File: config.mk
export PLATFORM = sky130hd
export DESIGN_NAME = uart_rx_deserializer_flat
export DESIGN_NICKNAME = d
export VERILOG_FILES = /design/src/rtl/uart_pkg.sv /design/src/rtl/uart_rx_deserializer_if.sv /design/src/rtl/uart_rx_fifo.sv /design/src/rtl/uart_rx_deserializer.sv /design/src/flat_wrapper.sv
export SDC_FILE = /design/constraint.sdc
export NUM_CORES = 1
export LEC_CHECK = 0
export CAP_MARGIN = 20
export CORE_UTILIZATION = 55
export DETAILED_ROUTE_END_ITERATION = 16
export GPL_TIMING_DRIVEN = 0
export PLACE_DENSITY = 0.73
export SLEW_MARGIN = 0
export SYNTH_ARGS = -nofsm -noshare
export SYNTH_HDL_FRONTEND = slang
export SYNTH_SLANG_ARGS = --single-unit
File: constraint.sdc
create_clock -name WB_CLK -period 7.45 [get_ports WB_CLK]
set_input_delay 1.49 -clock WB_CLK [delete_from_list [all_inputs] [get_ports WB_CLK]]
set_output_delay 1.49 -clock WB_CLK [all_outputs]
set_load 0.02 [all_outputs]
File: src/rtl/uart_pkg.sv
// uart_pkg: state encoding, error flag positions and helpers shared by the UART blocks.
package uart_pkg;
  typedef enum logic [2:0] {IDLE, START, DATA, PARITY, STOP} rx_state_e;
  localparam int ERR_FRAME = 0;
  localparam int ERR_PARITY = 1;
  localparam int ERR_BREAK = 2;
  localparam int OVERSAMPLE = 16;
  localparam int DATA_BITS = 8;
  function automatic logic vote3(input logic a, input logic b, input logic c);
    return (a & b) | (a & c) | (b & c);
  endfunction
endpackage

File: src/rtl/uart_rx_deserializer_if.sv
// uart_rx_deserializer_if: receive-side FIFO read port of one UART channel.
interface uart_rx_deserializer_if #(parameter int FIFO_ADR_WIDTH = 4);
  logic [7:0] Rx_Dat_o;
  logic [2:0] Rx_Err_o;
  logic Rx_Valid_o;
  logic Rx_Pop_i;
  logic [FIFO_ADR_WIDTH:0] Rx_Count_o;
  logic Rx_Ovr_o;
  logic Rx_Intr_o;
  modport master(output Rx_Dat_o, Rx_Err_o, Rx_Valid_o, Rx_Count_o, Rx_Ovr_o, Rx_Intr_o, input Rx_Pop_i);
  modport slave(input Rx_Dat_o, Rx_Err_o, Rx_Valid_o, Rx_Count_o, Rx_Ovr_o, Rx_Intr_o, output Rx_Pop_i);
endinterface

File: src/rtl/uart_rx_fifo.sv
// uart_rx_fifo: synchronous show-ahead FIFO holding {err, data} receive words.
module uart_rx_fifo #(
  parameter int AW = 4,
  parameter int W = 11
) (
  input  logic         clk,
  input  logic         rst_n,
  input  logic         flush,
  input  logic         push,
  input  logic         pop,
  input  logic [W-1:0] wdata,
  output logic [W-1:0] rdata,
  output logic [AW:0]  count,
  output logic         full,
  output logic         empty
);
  logic [W-1:0] mem_q [2**AW];
  logic [AW-1:0] wr_q, wr_d, rd_q, rd_d;
  logic [AW:0] cnt_q, cnt_d;
  logic do_push, do_pop;
  assign empty = cnt_q == '0;
  assign full = cnt_q == (AW+1)'(2**AW);
  assign count = cnt_q;
  assign rdata = empty ? '0 : mem_q[rd_q];
  // A pop frees the slot the simultaneous push lands in, so a full FIFO still accepts it
  assign do_pop = pop & ~empty;
  assign do_push = push & (~full | do_pop);
  always_comb begin
    wr_d = flush ? '0 : wr_q + AW'(do_push);
    rd_d = flush ? '0 : rd_q + AW'(do_pop);
    cnt_d = flush ? '0 : cnt_q + (AW+1)'(do_push) - (AW+1)'(do_pop);
  end
  always_ff @(posedge clk or negedge rst_n)
    if (!rst_n) begin
      wr_q <= '0;
      rd_q <= '0;
      cnt_q <= '0;
    end else begin
      wr_q <= wr_d;
      rd_q <= rd_d;
      cnt_q <= cnt_d;
    end
  always_ff @(posedge clk)
    if (do_push && !flush) mem_q[wr_q] <= wdata;
endmodule

File: src/rtl/uart_rx_deserializer.sv
// uart_rx_deserializer: 16x oversampled UART receiver with glitch rejection,
// optional parity, framing/break detection and a show-ahead receive FIFO.
module uart_rx_deserializer
  import uart_pkg::*;
#(
  parameter int DIV_WIDTH = 16,
  parameter int FIFO_ADR_WIDTH = 4,
  parameter int INTR_THRESHOLD = 1
) (
  input  logic                 WB_CLK,
  input  logic                 WB_RST_N,
  input  logic                 Enable_i,
  input  logic [DIV_WIDTH-1:0] Divisor_i,
  input  logic                 Parity_En_i,
  input  logic                 Parity_Odd_i,
  input  logic                 Fifo_Flush_i,
  input  logic                 UART_SIN_i,
  uart_rx_deserializer_if.master rx
);
  localparam int AW = FIFO_ADR_WIDTH;
  rx_state_e state_q, state_d;
  logic [DIV_WIDTH-1:0] eff_div, div_q, div_d, tcnt_q, tcnt_d;
  logic [3:0] scnt_q, scnt_d;
  logic [2:0] bcnt_q, bcnt_d;
  logic [7:0] sr_q, sr_d;
  logic sin1_q, sin1_d, sin2_q, sin2_d, sinp_q, sinp_d, v7_q, v7_d, v8_q, v8_d;
  logic par_en_q, par_en_d, par_odd_q, par_odd_d, par_bit_q, par_bit_d, par_err_q, par_err_d;
  logic ovr_q, ovr_d, intr_q, intr_d;
  logic tick, vote, decide, bit_end, push, full, empty;
  logic [2:0] err;
  logic [10:0] head;
  logic [AW:0] count;
  assign eff_div = (Divisor_i == '0) ? DIV_WIDTH'(1) : Divisor_i;
  assign tick = tcnt_q == '0;
  assign vote = vote3(v7_q, v8_q, sin2_q);
  assign decide = tick && scnt_q == 4'd9;
  assign bit_end = tick && scnt_q == 4'(OVERSAMPLE-1);
  always_comb begin
    state_d = state_q;
    sin1_d = UART_SIN_i;
    sin2_d = sin1_q;
    sinp_d = sin2_q;
    div_d = div_q;
    tcnt_d = tcnt_q;
    scnt_d = scnt_q;
    bcnt_d = bcnt_q;
    sr_d = sr_q;
    v7_d = v7_q;
    v8_d = v8_q;
    par_en_d = par_en_q;
    par_odd_d = par_odd_q;
    par_bit_d = par_bit_q;
    par_err_d = par_err_q;
    push = 1'b0;
    err = '0;
    err[ERR_FRAME] = !vote;
    err[ERR_PARITY] = par_err_q;
    err[ERR_BREAK] = !vote && sr_q == '0 && !(par_en_q && par_bit_q);
    if (state_q != IDLE) begin
      tcnt_d = tick ? div_q - DIV_WIDTH'(1) : tcnt_q - DIV_WIDTH'(1);
      scnt_d = tick ? scnt_q + 4'd1 : scnt_q;
      v7_d = (tick && scnt_q == 4'd7) ? sin2_q : v7_q;
      v8_d = (tick && scnt_q == 4'd8) ? sin2_q : v8_q;
    end
    case (state_q)
      IDLE: begin
        tcnt_d = eff_div - DIV_WIDTH'(1);
        scnt_d = '0;
        bcnt_d = '0;
        if (sinp_q && !sin2_q) begin
          state_d = START;
          div_d = eff_div;
          par_en_d = Parity_En_i;
          par_odd_d = Parity_Odd_i;
          par_bit_d = 1'b0;
          par_err_d = 1'b0;
        end
      end
      START: state_d = (decide && vote) ? IDLE : bit_end ? DATA : START;
      DATA: begin
        sr_d = decide ? {vote, sr_q[7:1]} : sr_q;
        bcnt_d = bit_end ? bcnt_q + 3'd1 : bcnt_q;
        if (bit_end && bcnt_q == 3'(DATA_BITS-1)) state_d = par_en_q ? PARITY : STOP;
      end
      PARITY: begin
        if (decide) begin
          par_bit_d = vote;
          par_err_d = (^sr_q ^ vote) != par_odd_q;
        end
        if (bit_end) state_d = STOP;
      end
      STOP: if (decide) begin
        push = 1'b1;
        state_d = IDLE;
      end
      default: state_d = IDLE;
    endcase
    if (!Enable_i) begin
      state_d = IDLE;
      push = 1'b0;
    end
    ovr_d = !Fifo_Flush_i && (ovr_q || (push && full && !rx.Rx_Pop_i));
    intr_d = (count >= (AW+1)'(INTR_THRESHOLD)) || ovr_q || (!empty && |head[10:8]);
  end
  always_ff @(posedge WB_CLK or negedge WB_RST_N)
    if (!WB_RST_N) begin
      state_q <= IDLE;
      sin1_q <= 1'b1;
      sin2_q <= 1'b1;
      sinp_q <= 1'b1;
      div_q <= '0;
      tcnt_q <= '0;
      scnt_q <= '0;
      bcnt_q <= '0;
      sr_q <= '0;
      v7_q <= 1'b0;
      v8_q <= 1'b0;
      par_en_q <= 1'b0;
      par_odd_q <= 1'b0;
      par_bit_q <= 1'b0;
      par_err_q <= 1'b0;
      ovr_q <= 1'b0;
      intr_q <= 1'b0;
    end else begin
      state_q <= state_d;
      sin1_q <= sin1_d;
      sin2_q <= sin2_d;
      sinp_q <= sinp_d;
      div_q <= div_d;
      tcnt_q <= tcnt_d;
      scnt_q <= scnt_d;
      bcnt_q <= bcnt_d;
      sr_q <= sr_d;
      v7_q <= v7_d;
      v8_q <= v8_d;
      par_en_q <= par_en_d;
      par_odd_q <= par_odd_d;
      par_bit_q <= par_bit_d;
      par_err_q <= par_err_d;
      ovr_q <= ovr_d;
      intr_q <= intr_d;
    end
  uart_rx_fifo #(.AW(AW), .W(11)) u_fifo (
    .clk(WB_CLK), .rst_n(WB_RST_N), .flush(Fifo_Flush_i), .push(push), .pop(rx.Rx_Pop_i),
    .wdata({err, sr_q}), .rdata(head), .count(count), .full(full), .empty(empty)
  );
  assign rx.Rx_Dat_o = head[7:0];
  assign rx.Rx_Err_o = head[10:8];
  assign rx.Rx_Valid_o = !empty;
  assign rx.Rx_Count_o = count;
  assign rx.Rx_Ovr_o = ovr_q;
  assign rx.Rx_Intr_o = intr_q;
endmodule

File: src/flat_wrapper.sv
// flat-port wrapper written by rule: the top's interface ports become plain ports
module uart_rx_deserializer_flat import uart_pkg::*;
#(
  parameter int DIV_WIDTH = 16,
  parameter int FIFO_ADR_WIDTH = 4,
  parameter int INTR_THRESHOLD = 1
)
  (WB_CLK, WB_RST_N, Enable_i, Divisor_i, Parity_En_i, Parity_Odd_i, Fifo_Flush_i, UART_SIN_i, rx_Rx_Dat_o, rx_Rx_Err_o, rx_Rx_Valid_o, rx_Rx_Count_o, rx_Rx_Ovr_o, rx_Rx_Intr_o, rx_Rx_Pop_i);
  uart_rx_deserializer_if #(.FIFO_ADR_WIDTH(FIFO_ADR_WIDTH)) rx_i ();
  input  logic WB_CLK;
  input  logic WB_RST_N;
  input  logic Enable_i;
  input  logic [DIV_WIDTH-1:0] Divisor_i;
  input  logic Parity_En_i;
  input  logic Parity_Odd_i;
  input  logic Fifo_Flush_i;
  input  logic UART_SIN_i;
  output wire logic [$bits(rx_i.Rx_Dat_o)-1:0] rx_Rx_Dat_o;
  output wire logic [$bits(rx_i.Rx_Err_o)-1:0] rx_Rx_Err_o;
  output wire logic [$bits(rx_i.Rx_Valid_o)-1:0] rx_Rx_Valid_o;
  output wire logic [$bits(rx_i.Rx_Count_o)-1:0] rx_Rx_Count_o;
  output wire logic [$bits(rx_i.Rx_Ovr_o)-1:0] rx_Rx_Ovr_o;
  output wire logic [$bits(rx_i.Rx_Intr_o)-1:0] rx_Rx_Intr_o;
  input wire logic [$bits(rx_i.Rx_Pop_i)-1:0] rx_Rx_Pop_i;
  assign rx_Rx_Dat_o = rx_i.Rx_Dat_o;
  assign rx_Rx_Err_o = rx_i.Rx_Err_o;
  assign rx_Rx_Valid_o = rx_i.Rx_Valid_o;
  assign rx_Rx_Count_o = rx_i.Rx_Count_o;
  assign rx_Rx_Ovr_o = rx_i.Rx_Ovr_o;
  assign rx_Rx_Intr_o = rx_i.Rx_Intr_o;
  assign rx_i.Rx_Pop_i = rx_Rx_Pop_i;
  uart_rx_deserializer #(.DIV_WIDTH(DIV_WIDTH), .FIFO_ADR_WIDTH(FIFO_ADR_WIDTH), .INTR_THRESHOLD(INTR_THRESHOLD)) u_core (.WB_CLK(WB_CLK), .WB_RST_N(WB_RST_N), .Enable_i(Enable_i), .Divisor_i(Divisor_i), .Parity_En_i(Parity_En_i), .Parity_Odd_i(Parity_Odd_i), .Fifo_Flush_i(Fifo_Flush_i), .UART_SIN_i(UART_SIN_i), .rx(rx_i));
endmodule
==> metrics <==
outcome finished clean; Seq cells post-synth 250; slew of the pin with the lowest slew margin slightly above 1 ns; distinct cell type count after synthesis 60; WL per Instance between 20 and 25 um; I/O Buffers 42; DR vias between 6000 and 7000; Worst Hold Class reg2reg; post-synthesis cell count 668; clk buf depth 3; hpwl dp approximately 15000 um; Syn Nets 716; remaining antenna violation count after routing 0; I/O Pins between 40 and 50; Clock Sinks 250; Reg area between 7000 and 8000 um^2; die height roughly 140 um; P_leak between 4 and 5 nW; Hold WS between 0.3 and 0.4 ns; Max-slew headroom between 30 and 40%; # fillers ~1300; initial antenna violation count 0; worst r2r src u_core.tcnt_q[3]; GRT Util Overall ~22%; EDFF count, synth 176; Finish-stage setup viols 0; iteration-0 DRC count of the detailed router approximately 550; maximum vdd ir drop roughly 150 uV; clk root buf clkbuf_16; die width ~140 um; clock slew at reported path FFs ~0.060 ns; Sum Neg Setup Slack 0 ns; CP Launch Type flop; Overflow after GRT 0; most numerous cell in the Yosys netlist edfxtp_1; vias in the first global route ~6200; Nets 800; highest clock rate a little under 200 MHz; drt total wl approximately 21000 um; crit path kind reg2out; CTS tree built; switching power roughly 880 uW; Layout area overhead 16.1%; layout cells sized above 1 a little over a fifth; Placer Congestion ~0.85; Placeable Area about 19000 um^2; H-tree Lvls 1; post-route minimum period about 5.0 ns; Max Cap Violations 0; Int Pwr between 2 and 2.5 mW; Seq/Total Area, Yosys about two thirds; critical path arrival between 3 and 4 ns; Clock Skew around 0.013 ns; top cells by area, synth edfxtp_1 (49%), dfrtp_1 (17%), mux4_2 (12%); Remaining DRCs 0; Clk network pwr share 36.5%; first-pass GRT wire length roughly 34000 um; clock latency on the worst-skew pair between 0.5 and 0.6 ns; Avg Cell Area, Syn approximately 16 um^2; Yosys top cell by area edfxtp_1; CP required 5.96 ns; CP Max Fanout 10; row count 50; RSZ-0062 raised after global routing no; power density cells around 270 nW/um^2; CTS Hold Bufs 0; Comb pwr share between 10% and 20%; post-cts sizing count 0; Die Area between 20000 and 25000 um^2; Vias per Instance approximately 5.8; critical path capture point type output port; Tcrit/Tclk final about two thirds; Post-synth top cells edfxtp_1 (176), dfrtp_1 (71), mux4_2 (55), nand2_1 (43), nor2_1 (38); top cell type's share of synthesized area around half; Setup crit start u_core.u_fifo.rd_q[1]; Yosys warnings 0; Slew Limit Fails 0; largest net degree at the start of global routing between 40 and 50; Reg power frac a little under half; fraction of registers with async set/reset just under 30%; predominant post-synthesis flop cell edfxtp_1; min-delay src u_core.sin1_q; setup repair bufs after CTS 0; total iterations of the first detailed-routing run 5; final hold vios 0; # diodes 0; Initial Util a little under three fifths; Post-Syn Area ~11000 um^2; Sw Ratio between 20% and 30%; TritonCTS Buffers 25; Multi-input gate area approximately 3400 um^2
==> sequential cells by signal (all words and copies together) (netlist names), 3 cells and up <==
| register | flops |
|---|---|
| u_core.div_q | 16 |
| u_core.u_fifo.mem_q | 176 |
| u_core.tcnt_q | 16 |
| u_core.state_q | 3 |
| u_core.u_fifo.count | 5 |
| u_core.sr_q | 8 |
| u_core.u_fifo.wr_q | 4 |
| u_core.scnt_q | 4 |
| u_core.bcnt_q | 3 |
| u_core.u_fifo.rd_q | 4 |
==> worst paths after layout <==
| check | endpoint | cells after the start | slack [ns] |
|---|---|---|---|
| max | rx_Rx_Err_o[2] | 6 | 2.40 |
| min | u_core.sin2_q | 0 | 0.35 |
| max reg2reg | u_core.u_fifo.count[4] | 14 | 3.94 |
| min reg2reg | u_core.sin2_q | 0 | 0.35 |
| max in group asynchronous | u_core.sin2_q | 2 | 5.92 |
| min in group asynchronous | u_core.div_q[9] | 1 | 0.90 |
==> power groups by stage <==
stage                     registers [mW]  logic (mW)  clock network (mW)
after floorplan                     1.60       0.371                   0
after global placement              1.60       0.541                   0
after global routing                1.58       0.619                1.29
final                               1.57       0.559                1.22
after detailed placement            1.60       0.561                   0
after CTS                           1.57       0.569                1.24
==> critical path: stages (launching register included) <==
cell and delay, ns:
dfrtp_1 0.35, clkbuf_1 0.42, clkbuf_1 0.60, mux4_2 0.45, mux4_2 0.51, nor2b_1 0.15, clkdlybuf4s50_1 0.56
==> cells by family (layout without fill, tap and decap cells) <==
kind of cell	Yosys count	in the layout	share of synthesized area [%]
flops	250	250	66.3
mux	85	85	14.6
buf+inv	55	158	2.28
fa+ha+maj	25	25	2.95
simple gates	164	164	7.97
xor+xnor	24	24	1.95
compound gates	65	65	3.96
==> stage by stage <==
| step | util [%] | total power [mW] | worst slack [ns] | area, um^2 | cells |
|---|---|---|---|---|---|
| final | 65.9 | 3.35 | 2.40 | 12500 | 1031 |
| after global routing | 65.9 | 3.49 | 2.23 | 12500 | 1031 |
| after CTS | 65.7 | 3.38 | 2.36 | 12500 | 1026 |
| after detailed placement | 61.4 | 2.16 | 2.54 | 11600 | 980 |
| after global placement | 60.7 | 2.14 | 1.85 | 11500 | 970 |
| after floorplan | - | 1.97 | 3.79 | 10800 | 668 |
==> routing by layer <==
| layer | track usage (%) | wire [um] | up-vias |
|---|---|---|---|
| li1 | - | - | 2718 |
| met1 | 29.0 | 8800 | 3111 |
| met2 | 40.2 | 11400 | 160 |
| met3 | 2.87 | 951 | 26 |
| met4 | 5.09 | 369 | 0 |
| met5 | 0 | 0 | - |
==> cell type report <==
| type | count | area share (%) |
|---|---|---|
| flip-flops and latches | 250 | 57.1 |
| multi-input cells | 363 | 27.2 |
| clock buffers | 27 | 5.15 |
| repair buffers | 57 | 4.62 |
| well taps | 260 | 2.60 |
| clock inverters | 19 | 1.38 |
| plain buffers | 29 | 1.18 |
| inverters | 26 | 0.781 |
==> cell usage in the layout, fill, tap and decap left out, drive strengths merged, types with 3 or more instances in the layout <==
cell and instances:
edfxtp 176, dfrtp 71, mux4 55, nand2 43, clkdlybuf4s50 41, nor2 38
clkbuf 38, buf 34, inv 28, o21ai 25, nor2b 24, ha 23
mux2 22, a21oi 15, xnor2 13, nor3 12, xor2 11, nand3 11
clkinv 9, mux2i 8, nor4 8, clkinvlp 6, a211o 5, a22o 5
nand4 5, or3 5, nand3b 3, dfstp 3
No activity file was read; power rests on OpenSTA's default activity.
